$ cat config.mk
export PLATFORM = sky130hd
export DESIGN_NAME = mem_port_arbiter
export DESIGN_NICKNAME = d
export VERILOG_FILES = /design/src/rtl/mem_port_arbiter.sv
export SDC_FILE = /design/constraint.sdc
export NUM_CORES = 1
export LEC_CHECK = 0
export BUFFER_PORTS_ARGS = -buffer_cell sky130_fd_sc_hd__buf_2
export CORE_MARGIN = 3
export CORE_UTILIZATION = 52
export DETAILED_ROUTE_END_ITERATION = 16
export HOLD_SLACK_MARGIN = 0.1
export PLACE_DENSITY = 0.87
export SYNTH_ARGS = -nofsm -noshare
export SYNTH_HDL_FRONTEND = slang
export SYNTH_SLANG_ARGS = --single-unit
export TNS_END_PERCENT = 10
$ cat constraint.sdc
create_clock -name clk -period 3.4 [get_ports clk]
set_input_delay 0.68 -clock clk [delete_from_list [all_inputs] [get_ports clk]]
set_output_delay 0.68 -clock clk [all_outputs]
set_load 0.03 [all_outputs]
$ cat src/rtl/mem_port_arbiter.sv
// mem_port_arbiter: shares one combinational-read memory between the fetch
// (I, read-only) and memory-stage (D, read/write) requesters. One access is
// granted per cycle, D has priority, and a saturating starvation counter
// forces an I grant after MAX_WAIT consecutive denials. Read data is
// registered and returned with a one-cycle rvalid pulse; accesses that run
// past MEM_BYTES are still granted but flagged, with writes suppressed and
// read data forced to zero.
module mem_port_arbiter #(
    parameter int BYTE_SIZE  = 4,
    parameter int ADDR_WIDTH = 12,
    parameter int MEM_BYTES  = 56,
    parameter int MAX_WAIT   = 3
) (
    input  logic                     clk,
    input  logic                     rst_n,

    // fetch port
    input  logic                     i_req,
    input  logic [ADDR_WIDTH-1:0]    i_addr,
    output logic                     i_gnt,
    output logic                     i_rvalid,
    output logic [8*BYTE_SIZE-1:0]   i_rdata,
    output logic                     i_err,

    // data port
    input  logic                     d_req,
    input  logic                     d_we,
    input  logic [ADDR_WIDTH-1:0]    d_addr,
    input  logic [8*BYTE_SIZE-1:0]   d_wdata,
    output logic                     d_gnt,
    output logic                     d_rvalid,
    output logic [8*BYTE_SIZE-1:0]   d_rdata,
    output logic                     d_err,

    // memory side
    output logic                     mem_we,
    output logic [ADDR_WIDTH-1:0]    mem_addr,
    output logic [8*BYTE_SIZE-1:0]   mem_wd,
    input  logic [8*BYTE_SIZE-1:0]   mem_rd
);

    // Range limits held one bit wider than the address so addr + BYTE_SIZE
    // cannot wrap back into range.
    localparam logic [ADDR_WIDTH:0] ACC_BYTES = (ADDR_WIDTH+1)'(BYTE_SIZE);
    localparam logic [ADDR_WIDTH:0] MEM_LIMIT = (ADDR_WIDTH+1)'(MEM_BYTES);
    localparam logic [3:0]          WAIT_MAX  = 4'(MAX_WAIT);

    typedef enum logic [1:0] {
        SEL_NONE = 2'd0,
        SEL_I    = 2'd1,
        SEL_D    = 2'd2
    } sel_t;

    sel_t                   sel;
    logic [ADDR_WIDTH-1:0]  sel_addr;
    logic [ADDR_WIDTH-1:0]  last_addr;
    logic                   i_oor;
    logic                   d_oor;
    logic [3:0]             wait_cnt;
    logic [3:0]             wait_nxt;
    logic                   force_i;

    function automatic logic out_of_range(input logic [ADDR_WIDTH-1:0] a);
        return (({1'b0, a} + ACC_BYTES) > MEM_LIMIT);
    endfunction

    assign i_oor = out_of_range(i_addr);
    assign d_oor = out_of_range(d_addr);

    // Arbitration: forced fetch first, then D, then I; nothing during reset.
    always_comb begin
        sel = SEL_NONE;
        if (rst_n) begin
            if (force_i && i_req) begin
                sel = SEL_I;
            end else if (d_req) begin
                sel = SEL_D;
            end else if (i_req) begin
                sel = SEL_I;
            end
        end
    end

    assign i_gnt = (sel == SEL_I);
    assign d_gnt = (sel == SEL_D);

    // Address mux: winner's address, or the last granted address when idle.
    always_comb begin
        sel_addr = last_addr;
        case (sel)
            SEL_I:   sel_addr = i_addr;
            SEL_D:   sel_addr = d_addr;
            default: sel_addr = last_addr;
        endcase
    end

    assign mem_addr = sel_addr;
    assign mem_wd   = d_wdata;
    assign mem_we   = d_gnt & d_we & ~d_oor;

    // Remember the most recent granted address for idle cycles.
    always_ff @(posedge clk or negedge rst_n) begin
        if (!rst_n) begin
            last_addr <= '0;
        end else if (sel != SEL_NONE) begin
            last_addr <= sel_addr;
        end
    end

    // Fetch response: one-cycle valid pulse, data held between pulses.
    always_ff @(posedge clk or negedge rst_n) begin
        if (!rst_n) begin
            i_rvalid <= 1'b0;
            i_err    <= 1'b0;
            i_rdata  <= '0;
        end else begin
            i_rvalid <= i_gnt;
            i_err    <= i_gnt & i_oor;
            if (i_gnt) begin
                i_rdata <= i_oor ? '0 : mem_rd;
            end
        end
    end

    // Data response: writes and out-of-range reads return zero data.
    always_ff @(posedge clk or negedge rst_n) begin
        if (!rst_n) begin
            d_rvalid <= 1'b0;
            d_err    <= 1'b0;
            d_rdata  <= '0;
        end else begin
            d_rvalid <= d_gnt;
            d_err    <= d_gnt & d_oor;
            if (d_gnt) begin
                d_rdata <= (d_we || d_oor) ? '0 : mem_rd;
            end
        end
    end

    // Next starvation count: saturating increment on denial, else clear.
    always_comb begin
        wait_nxt = '0;
        if (i_req && !i_gnt) begin
            wait_nxt = (wait_cnt == 4'hF) ? wait_cnt : wait_cnt + 4'd1;
        end
    end

    // Starvation state: force_i raised once the count reaches MAX_WAIT and
    // held until the fetch is actually granted.
    always_ff @(posedge clk or negedge rst_n) begin
        if (!rst_n) begin
            wait_cnt <= '0;
            force_i  <= 1'b0;
        end else begin
            wait_cnt <= wait_nxt;
            if (i_gnt) begin
                force_i <= 1'b0;
            end else if (wait_nxt >= WAIT_MAX) begin
                force_i <= 1'b1;
            end
        end
    end

endmodule

==> impl_results.md, run 1 <==
* Status: finished, final reports clean
* Crit path buffers/inverters at 2
* CP Capture Type: output pin
* Post_cts resized at 0
* # clock sinks at 85
* Worst Tran Pin Value at 1.03 ns
* Peak supply drop at 207 uV
* PD cells at 483 nW/um2
* Layout cell share with drive strength beyond 1 at 35.2%
* Area leader, netlist: dfrtp_1
* Final WL at 12.9 mm
* Synth cell types at 49
* # diodes at 0
* Synth Instances at 449
* Final core occ at 64.1%
* Critical path launch point type: register
* Most frequent cell after synthesis: dfrtp_1
* Setup CP Type: reg -> out
* Ys flop type: dfrtp_1
* CTS tree: yes
* Clk buf depth at 2
* Clock Latency Late Sink at 0.36 ns
* Layout Nets at 645
* Largest family of logic cells by synthesized area: compound AO/OA/AOI/OAI gates
* Mux share of post-synthesis cell area at 3.13%
* Post-synthesis net count at 550
* Core area at 8460 um2
* Final hold vios at 0
* Starting Density at 55.3%
* Worst-case clock skew at 0.00911 ns
* Post-Synth Adder-Cell Area at 2.14%
* Cts hold-fix bufs at 0
* Largest fanout on the critical path at 16
* Postcts setup bufs at 0
* Worst EP required at 2.72 ns
* Clock Root Buffer: clkbuf_8
* Vias at 4,015
* Top cells by count, synth: dfrtp_1 (85), nand2b_1 (33), buf_4 (32), o211ai_1 (32), o31ai_1 (32)
* Asr flop ratio synth at 100%
* Post-Synth XOR/XNOR Area at 0.374%
* Critical path's slowest cell: ha_1
* Placed insts at 638
* Final Cycle Share at 91.4%
* Synth top area cells: dfrtp_1 (45%), a32o_1 (5.1%), buf_4 (5.1%)
* MaxCap Viol Count at 0
* Hold crit path type: in -> async
* Cell Chain, Critical Path: o211a_1 > inv_1 > ha_1 > a22oi_1 > o21ai_0 > buf_2
* Area growth from synthesis to layout at 16.0%
* Slew Limit Fails at 0
* Slowest Stage Delay on Critical Path at 0.54 ns
* Die footprint at 10,200 um2
* Num CTS Buffers at 9
* RSZ-0062 raised after global routing: false
* Worst-path clk slew at 0.09 ns
* Static leakage at 0.00263 uW
* IO Port Bufs at 143
* Aggregate global-route resource usage at 25.9%
* Routed vias/inst at 6.15
* FMAX at 322 MHz
* CTS H-tree lvls at 3
* DP HPWL at 9.00 mm
* Residual DRC at 0
* Area share of and/or/nand/nor cells after synthesis at 15.5%
* Post-synth EDFFs at 0
* Avg Synthesized Cell Area at 10.4 um2
* Antenna Nets Post-Route at 0
* Crit path DAT at 2.43 ns
* Tmin final at 3.11 ns
* Setup TNS at 0 ns
* Total congestion overflow at 0
* Vias in the first global route at 4,096
* First-pass GRT wire length at 20.8 mm
* Largest net degree at the start of global routing at 51
* Die Wd at 101 um
* Part of the Yosys area used for sequential elements at 45.4%
* Slew HR at 31.1%
* Syn Std Cell Area at 4680 um2
* Non-filler cells, final at 653
* DIE HEIGHT at 101 um
* Total I/O pin count at 208
* Synth Area in Compound Gates at 23.7%
* Pwr Total at 2620 uW
* Per-cell routed wire length at 19.7 um
* Standard-cell row count at 33
* Initial antenna violation count at 0
* GP Congestion at 0.838
* # setup viols final at 0
* Post-synth top area share at 45.4%
* Syn. warnings at 0
* DRT Pass-1 Iters at 6
* Hold Slack at 0.410 ns
* #FFs+latches synth at 85
* DRT iter0 DRCs at 244
* Worst path top cell family by delay: compound AO/OA/AOI/OAI gates
state kept, by name, summed over array words and instances, names as in the netlist:
name / flops
d_err: 1
d_rdata: 32
d_rvalid: 1
force_i: 1
i_err: 1
i_rdata: 32
i_rvalid: 1
last_addr: 12
wait_cnt: 4
power by group:
group	internal, uW	switching (uW)	total [uW]
combinational	232	430	662
sequential	1100	51.2	1150
clock	452	357	809
total	1780	839	2620
path summary, 6_finish.rpt:
kind                              from           end  slack (ns)  depth (start not counted)
setup / recovery               force_i  mem_addr[11]        0.29                          6
hold / removal                   rst_n   d_rdata[13]        0.41                          2
setup reg to reg               force_i   d_rdata[29]        0.78                          8
hold reg to reg            d_rdata[15]   d_rdata[15]        0.49                          2
max in group asynchronous        rst_n    i_rdata[6]        1.97                          3
min in group clk           d_rdata[15]   d_rdata[15]        0.49                          2
cells by family after synthesis:
| kind of cell | count (synthesis) |
|---|---|
| adders and majority gates | 8 |
| buffers and inverters | 80 |
| AOI/OAI and AO/OA | 138 |
| muxes | 13 |
| and+or+nand+nor | 123 |
| xor gates and xnor gates | 2 |
| DFF | 85 |
cells in the final DEF (no fill, tap or decap), types with 2 or more instances in the layout:
cell type and instances:
nand2b_1 33, o211ai_1 32, o21ai_0 13, a31o_2 2
buf_2 142, a22oi_1 12, nand4_1 2, and2_1 25
mux2_2 13, nor4_1 8, nand3_1 7, nor3b_1 2
buf_4 13, o21a_1 2, a21oi_1 2, bufinv_16 2
inv_1 8, ha_1 8, or3_1 3, nor2_1 5
a22o_1 8, dfrtp_1 85, a32o_1 24, nand2_1 27
o31ai_1 32, nor3_1 2, clkbuf_8 11
final cells by class:
class / instances / area [um2]
clock buffer: 12 / 155
multi-input combinational: 284 / 2100
tap: 105 / 131
sequential: 85 / 2130
clock inverter: 3 / 68.8
timing repair buffer: 155 / 808
fill: 687 / 3040
inverter: 9 / 33.8
per-layer routing:
metal,global-route usage [%],routed length (um)
met2,40.7,6170
met3,7.75,1240
met4,11.0,380
met1,33.2,5100
met5,0,0
per-stage QoR:
step / instance area [um2] / setup slack [ns]
2_1_floorplan: 4680 / -0.0369
4_1_cts: 5430 / 0.333
3_3_place_gp: 5200 / 0.490
3_5_place_dp: 5200 / 0.400
5_1_grt: 5430 / 0.151
6_report: 5430 / 0.291
(Power assumes the default switching activity.)
==> run 2: changes to the inputs <==
--- a/config.mk
+++ b/config.mk
@@ -7,10 +7,10 @@
 export LEC_CHECK = 0
 export BUFFER_PORTS_ARGS = -buffer_cell sky130_fd_sc_hd__buf_2
 export CORE_MARGIN = 3
-export CORE_UTILIZATION = 52
+export CORE_UTILIZATION = 43
 export DETAILED_ROUTE_END_ITERATION = 16
 export HOLD_SLACK_MARGIN = 0.1
-export PLACE_DENSITY = 0.87
+export PLACE_DENSITY = 0.77
 export SYNTH_ARGS = -nofsm -noshare
 export SYNTH_HDL_FRONTEND = slang
 export SYNTH_SLANG_ARGS = --single-unit
==> constraint.sdc (replaced) <==
create_clock -name clk -period 2.8 [get_ports clk]
set_input_delay 0.56 -clock clk [delete_from_list [all_inputs] [get_ports clk]]
set_output_delay 0.56 -clock clk [all_outputs]
set_load 0.03 [all_outputs]
==> run 2 against run 1 <==
Net effect:
- total power grew 18%
- sequential share of layout area shrank 0.67 points
- sequential cell count is the same
- largest power group unchanged
- largest cell class is now multi-input gates
==> impl_results.md, run 2 (synthesized netlist as in run 1, its figures left out) <==
* # diodes at 0 (unchanged)
* Slew Limit Fails at 0 (unchanged)
* Per-cell routed wire length at 19.4 um (-1.8%)
* Final WL at 13.4 mm (+3.8%)
* Finished Cell Area at 5520 um2 (+1.8%)
* FMAX at 371 MHz
* CP most frequent cell: buf_2
* Core area at 10,500 um2 (+24%)
* Worst reg2reg path depth at 8 (unchanged)
* Antenna Nets Post-Route at 0 (unchanged)
* RSZ-0062 raised after global routing: false
* Clock Latency Late Sink at 0.35 ns (about the same)
* # setup viols final at 0 (unchanged)
* Final hold vios at 0 (unchanged)
* Postcts setup bufs at 0 (unchanged)
* Standard-cell row count at 37 (+12%)
* Num CTS Buffers at 9 (unchanged)
* CTS tree: yes
* Reg2Reg Capture Point: force_i
* DIE HEIGHT at 110 um (+9.4%)
* Residual DRC at 0 (unchanged)
* Hold crit path type: in -> async
* Worst-case clock skew at 0.0101 ns (+0.000951 ns)
* First-pass GRT wire length at 21.1 mm (+1.6%)
* Crit path DAT at 2.13 ns (-0.30 ns)
* Most frequent cells in the layout: buf_2 (142), dfrtp_1 (85), nand2b_1 (33)
* # clock sinks at 85 (unchanged)
* Slew HR at 60.7% (+30 points)
* Post-route setup slack at 0.106 ns (-0.185 ns)
* Cell Chain, Critical Path: buf_2 > ha_1 > buf_4 > nor4_4 > nor2_1 > nor4_2 > buf_2
* MaxCap Viol Count at 0 (unchanged)
* Slowest Stage Delay on Critical Path at 0.32 ns (-0.22 ns)
* CTS H-tree lvls at 3 (unchanged)
* DRT iter0 DRCs at 367 (+50%)
* Total congestion overflow at 0 (unchanged)
* PD cells at 562 nW/um2 (+16%)
* Initial antenna violation count at 0 (unchanged)
* Final Cycle Share at 96.2%
* Critical R2R Launch: force_i
* Starting Density at 44.8% (-11 points)
* Critical path launch point type: primary input
* CP Capture Type: output pin
* Routed vias/inst at 5.86 (-4.7%)
* Aggregate global-route resource usage at 22.4% (-3.5 points)
* Largest net degree at the start of global routing at 48 (-5.9%)
* Layout cell share with drive strength beyond 1 at 36.8% (+1.6 points)
* IO Port Bufs at 143 (unchanged)
* Most common cell after layout, fill and taps aside: buf_2
* Layout Nets at 651 (+0.93%)
* Flop2flop setup slack at 0.56 ns (-0.22 ns)
* Final core occ at 52.8% (-11 points)
* Worst Tran Pin Value at 0.590 ns (-0.441 ns)
* Clk buf depth at 2 (unchanged)
* Vias at 4,044 (+0.72%)
* Area growth from synthesis to layout at 18.0%
* Tmin final at 2.69 ns
* Worst EP required at 2.24 ns (-0.48 ns)
* Status: finished, final reports clean
* Die footprint at 12,200 um2 (+20%)
* Place WS at 0.129 ns (-0.272 ns)
* Critical path's slowest cell: nor4_2
* Peak supply drop at 262 uV (+26%)
* DP HPWL at 9.33 mm (+3.7%)
* DRT Pass-1 Iters at 4 (-2)
* Top Registers: d_rdata x32, i_rdata x32, last_addr x12
* Vias in the first global route at 4,072 (-0.59%)
* Worst-path clk slew at 0.08 ns (about the same)
* Pwr Total at 3100 uW (+18%)
* Setup TNS at 0 ns (unchanged)
* Largest fanout on the critical path at 6 (-10)
* Total I/O pin count at 208 (unchanged)
* Static leakage at 0.00265 uW (+0.87%)
* Placed cell areas at 5310 um2 (+2.1%)
* Setup CP Type: in -> out
* Clock Root Buffer: clkbuf_8
* GP Congestion at 0.826 (-1.4%)
* Die Wd at 110 um (+9.4%)
==> run 2: changes by cell type in the layout (fill, tap and decap cells not counted), moves of 2 or more <==
cell      before  now
buf_4         13   17
clkinv_2       0    2
ha_1           8    6
o21ai_0       13    5
o21ai_1        1    5
o21ai_2        0    4
==> run 2: critical path, delay by kind of cell <==
kind | cells | cell delay (ns)
buffers and inverters | 3 | 0.56
adders and majority gates | 1 | 0.27
and+or+nand+nor | 3 | 0.73
==> run 2: routing by layer <==
metal,vias up,routed length [um],GRT usage [%]
met1,1994,5760,29.0
li1,1852,-,-
met5,-,0,0
met4,0,308,8.18
met2,161,6560,37.5
met3,37,748,4.02
==> run 2: cell type report <==
class	instances	area [um2]
fillers	965	4940
multi-input cells	284	2130
flip-flops and latches	85	2130
repair buffers	161	868
well taps	136	170
clock buffers	11	141
clock inverters	4	48.8
inverters	9	33.8
==> run 2: stage by stage <==
step	cells	hold slack, ns
after CTS	690	0.299
after global routing	690	0.321
after global placement	674	0.362
final	690	0.282
after floorplan	449	0.264
after detailed placement	674	0.365
==> run 2: timing repair <==
item                                    in CTS  in global routing
endpoints found under the setup margin       0                  1
hold endpoints to repair                     2                  0
gates resized for setup                      0                  1
hold buffers                                 1                  0
==> run 2: how the worst max path moves through the flow <==
stage,from,end,depth (start not counted),slack [ns]
after global placement,d_addr[2],mem_we,7,0.19
final,d_addr[2],mem_we,7,0.11
after CTS,d_addr[2],mem_we,7,0.12
after floorplan,d_req,mem_addr[2],7,-0.06
after detailed placement,d_addr[2],mem_we,7,0.13
after global routing,d_addr[2],mem_we,7,0.02
==> run 2: power breakdown <==
part / internal (uW) / total, uW / leakage (uW) / switching (uW)
clock: 431 / 862 / 0.0000992 / 430
sequential: 1330 / 1390 / 0.00117 / 62.2
combinational: 308 / 848 / 0.00138 / 539
==> run 3: changes to the inputs <==
--- a/config.mk
+++ b/config.mk
@@ -9,7 +9,7 @@
 export CORE_MARGIN = 3
 export CORE_UTILIZATION = 43
 export DETAILED_ROUTE_END_ITERATION = 16
-export HOLD_SLACK_MARGIN = 0.1
+export HOLD_SLACK_MARGIN = 0.15
 export PLACE_DENSITY = 0.77
 export SYNTH_ARGS = -nofsm -noshare
 export SYNTH_HDL_FRONTEND = slang
==> constraint.sdc (replaced) <==
create_clock -name clk -period 2.8 [get_ports clk]
set_input_delay 0.28 -clock clk [delete_from_list [all_inputs] [get_ports clk]]
set_output_delay 0.28 -clock clk [all_outputs]
set_load 0.03 [all_outputs]
==> run 3 against run 2 <==
Net effect:
- total power is 2.7% higher
- clock power is 16% higher
- fmax grew 2.4%
- final area down 0.29%
- sequential cell count is the same
- combinational power shrank 5.3%
- global-route usage decreased by 1.6 points
- first-iteration DRC count down 19%
- highest routed layer unchanged
==> impl_results.md, run 3 (synthesized netlist as in run 1, its figures left out) <==
* DIE HEIGHT at 110 um (unchanged)
* Core area at 10,500 um2 (unchanged)
* Crit path DAT at 2.35 ns (+0.22 ns)
* Slew Limit Fails at 0 (unchanged)
* CP Capture Type: output pin
* # clock sinks at 85 (unchanged)
* IO Port Bufs at 143 (unchanged)
* Worst Tran Pin Value at 0.573 ns (-0.0168 ns)
* Most common cell after layout, fill and taps aside: buf_2
* DRT Pass-1 Iters at 7 (+3)
* Slew HR at 61.8% (+1.1 points)
* CP most frequent cell: buf_4
* MaxCap Viol Count at 0 (unchanged)
* DP HPWL at 9.18 mm (-1.6%)
* Final hold vios at 0 (unchanged)
* Postcts setup bufs at 0 (unchanged)
* Num CTS Buffers at 9 (unchanged)
* Layout Nets at 648 (-0.46%)
* Status: finished, final reports clean
* Setup CP Type: in -> out
* Starting Density at 44.8% (unchanged)
* PD cells at 579 nW/um2 (+3.0%)
* Final core occ at 52.6% (-0.16 points)
* Static leakage at 0.00263 uW (-0.59%)
* First-pass GRT wire length at 19.7 mm (-6.5%)
* Worst-path clk slew at 0.09 ns (about the same)
* CTS H-tree lvls at 3 (unchanged)
* Hold Path Depth at 3
* RSZ-0062 raised after global routing: false
* Initial antenna violation count at 0 (unchanged)
* Largest fanout on the critical path at 14 (+8)
* Layout cell share with drive strength beyond 1 at 36.1% (-0.77 points)
* Most frequent cells in the layout: buf_2 (142), dfrtp_1 (85), nand2b_1 (33)
* Largest net degree at the start of global routing at 45 (-6.3%)
* Placed insts at 671 (-0.45%)
* # diodes at 0 (unchanged)
* Clock Root Buffer: clkbuf_8
* Final WL at 12.8 mm (-4.4%)
* Total congestion overflow at 0 (unchanged)
* Worst EP required at 2.52 ns (+0.28 ns)
* Per-cell routed wire length at 18.6 um (-4.1%)
* Placed cell areas at 5260 um2 (-1.0%)
* Vias in the first global route at 3,836 (-5.8%)
* CTS tree: yes
* Clk buf depth at 2 (unchanged)
* Final Cycle Share at 93.9% (-2.3 points)
* Clock Latency Late Sink at 0.35 ns (about the same)
* Non-filler cells, final at 688 (-0.29%)
* Slowest Stage Delay on Critical Path at 0.55 ns (+0.23 ns)
* Die Wd at 110 um (unchanged)
* Vias at 4,017 (-0.67%)
* Worst-case clock skew at 0.0120 ns (+0.00194 ns)
* # setup viols final at 0 (unchanged)
* Die footprint at 12,200 um2 (unchanged)
* Critical path launch point type: primary input
* Total I/O pin count at 208 (unchanged)
* Top Registers: d_rdata x32, i_rdata x32, last_addr x12
* Aggregate global-route resource usage at 20.8% (-1.6 points)
* GP Congestion at 0.875 (+5.9%)
* Tmin final at 2.63 ns (-0.0640 ns)
* Hold crit path type: in -> reg
* Antenna Nets Post-Route at 0 (unchanged)
* Finished Cell Area at 5510 um2 (-0.29%)
* Pwr Total at 3190 uW (+2.7%)
* DRT iter0 DRCs at 298 (-19%)
* FMAX at 380 MHz (+2.4%)
* Standard-cell row count at 37 (unchanged)
* Residual DRC at 0 (unchanged)
* Critical path's slowest cell: dlygate4sd3_1
* Worst reg2reg path depth at 7 (-1)
* Area growth from synthesis to layout at 17.6%
* Cell Chain, Critical Path: dlygate4sd3_1 > buf_4 > nand3_1 > ha_2 > buf_4 > a22oi_1 > o21ai_0 > buf_2
* Routed vias/inst at 5.84 (-0.38%)
* Peak supply drop at 352 uV (+35%)
## run 3: cell count changes in the layout (fill, tap and decap cells not counted), moves of 2 or more
cell / change
o21ai_2: -4
o21ai_1: -4
buf_4: -2
clkinv_2: -2
o21ai_0: +8
clkinvlp_4: +3
## run 3: layout make-up
class	count	area, um2
fillers	965	4950
repair buffers	158	833
multi-input cells	284	2110
inverters	9	33.8
clock buffers	11	151
clock inverters	5	82.6
flip-flops and latches	85	2130
well taps	136	170
## run 3: worst paths after layout
| path | from | end | slack (ns) |
|---|---|---|---|
| worst max register to register | force_i | d_rdata[10] | 0.64 |
| max in group asynchronous | rst_n | d_rdata[15] | 1.81 |
| worst min register to register | d_rdata[7] | d_rdata[7] | 0.48 |
| worst min-delay path | mem_rd[20] | d_rdata[20] | 0.20 |
| min in group asynchronous | rst_n | i_rvalid | 0.59 |
| worst max-delay path | rst_n | mem_addr[4] | 0.17 |
## run 3: critical path, delay by kind of cell
family                     cells  cell delay, ns
AOI/OAI and AO/OA              2            0.39
adders and majority gates      1            0.33
buffers and inverters          4            1.21
and+or+nand+nor                1            0.13
## run 3: per-layer routing
metal	GRT usage, %	vias up	wire, um
met1	27.4	1976	5320
li1	-	1834	-
met4	6.51	0	275
met3	5.13	36	898
met2	33.8	171	6290
met5	0	-	0
## run 3: per-stage QoR
step	setup slack [ns]	hold WS (ns)	TNS, ns
final	0.170	0.203	0
after global routing	0.0492	0.181	0
after CTS	0.0505	0.186	0
after detailed placement	0.500	0.409	0
after global placement	0.600	0.400	0
after floorplan	-0.00489	-0.0156	-0.0147
## run 3: what timing repair did
item,in CTS,in global routing
resized for setup,0,2
endpoints found under the setup margin,0,11
hold buffers,1,0
hold endpoints to repair,85,0
## run 3: report_power, final
group | leakage (uW) | internal (uW) | total, uW | switching [uW]
clock | 0.000108 | 551 | 996 | 444
sequential | 0.00117 | 1330 | 1390 | 56.7
combinational | 0.00135 | 287 | 803 | 516
total | 0.00263 | 2170 | 3190 | 1020
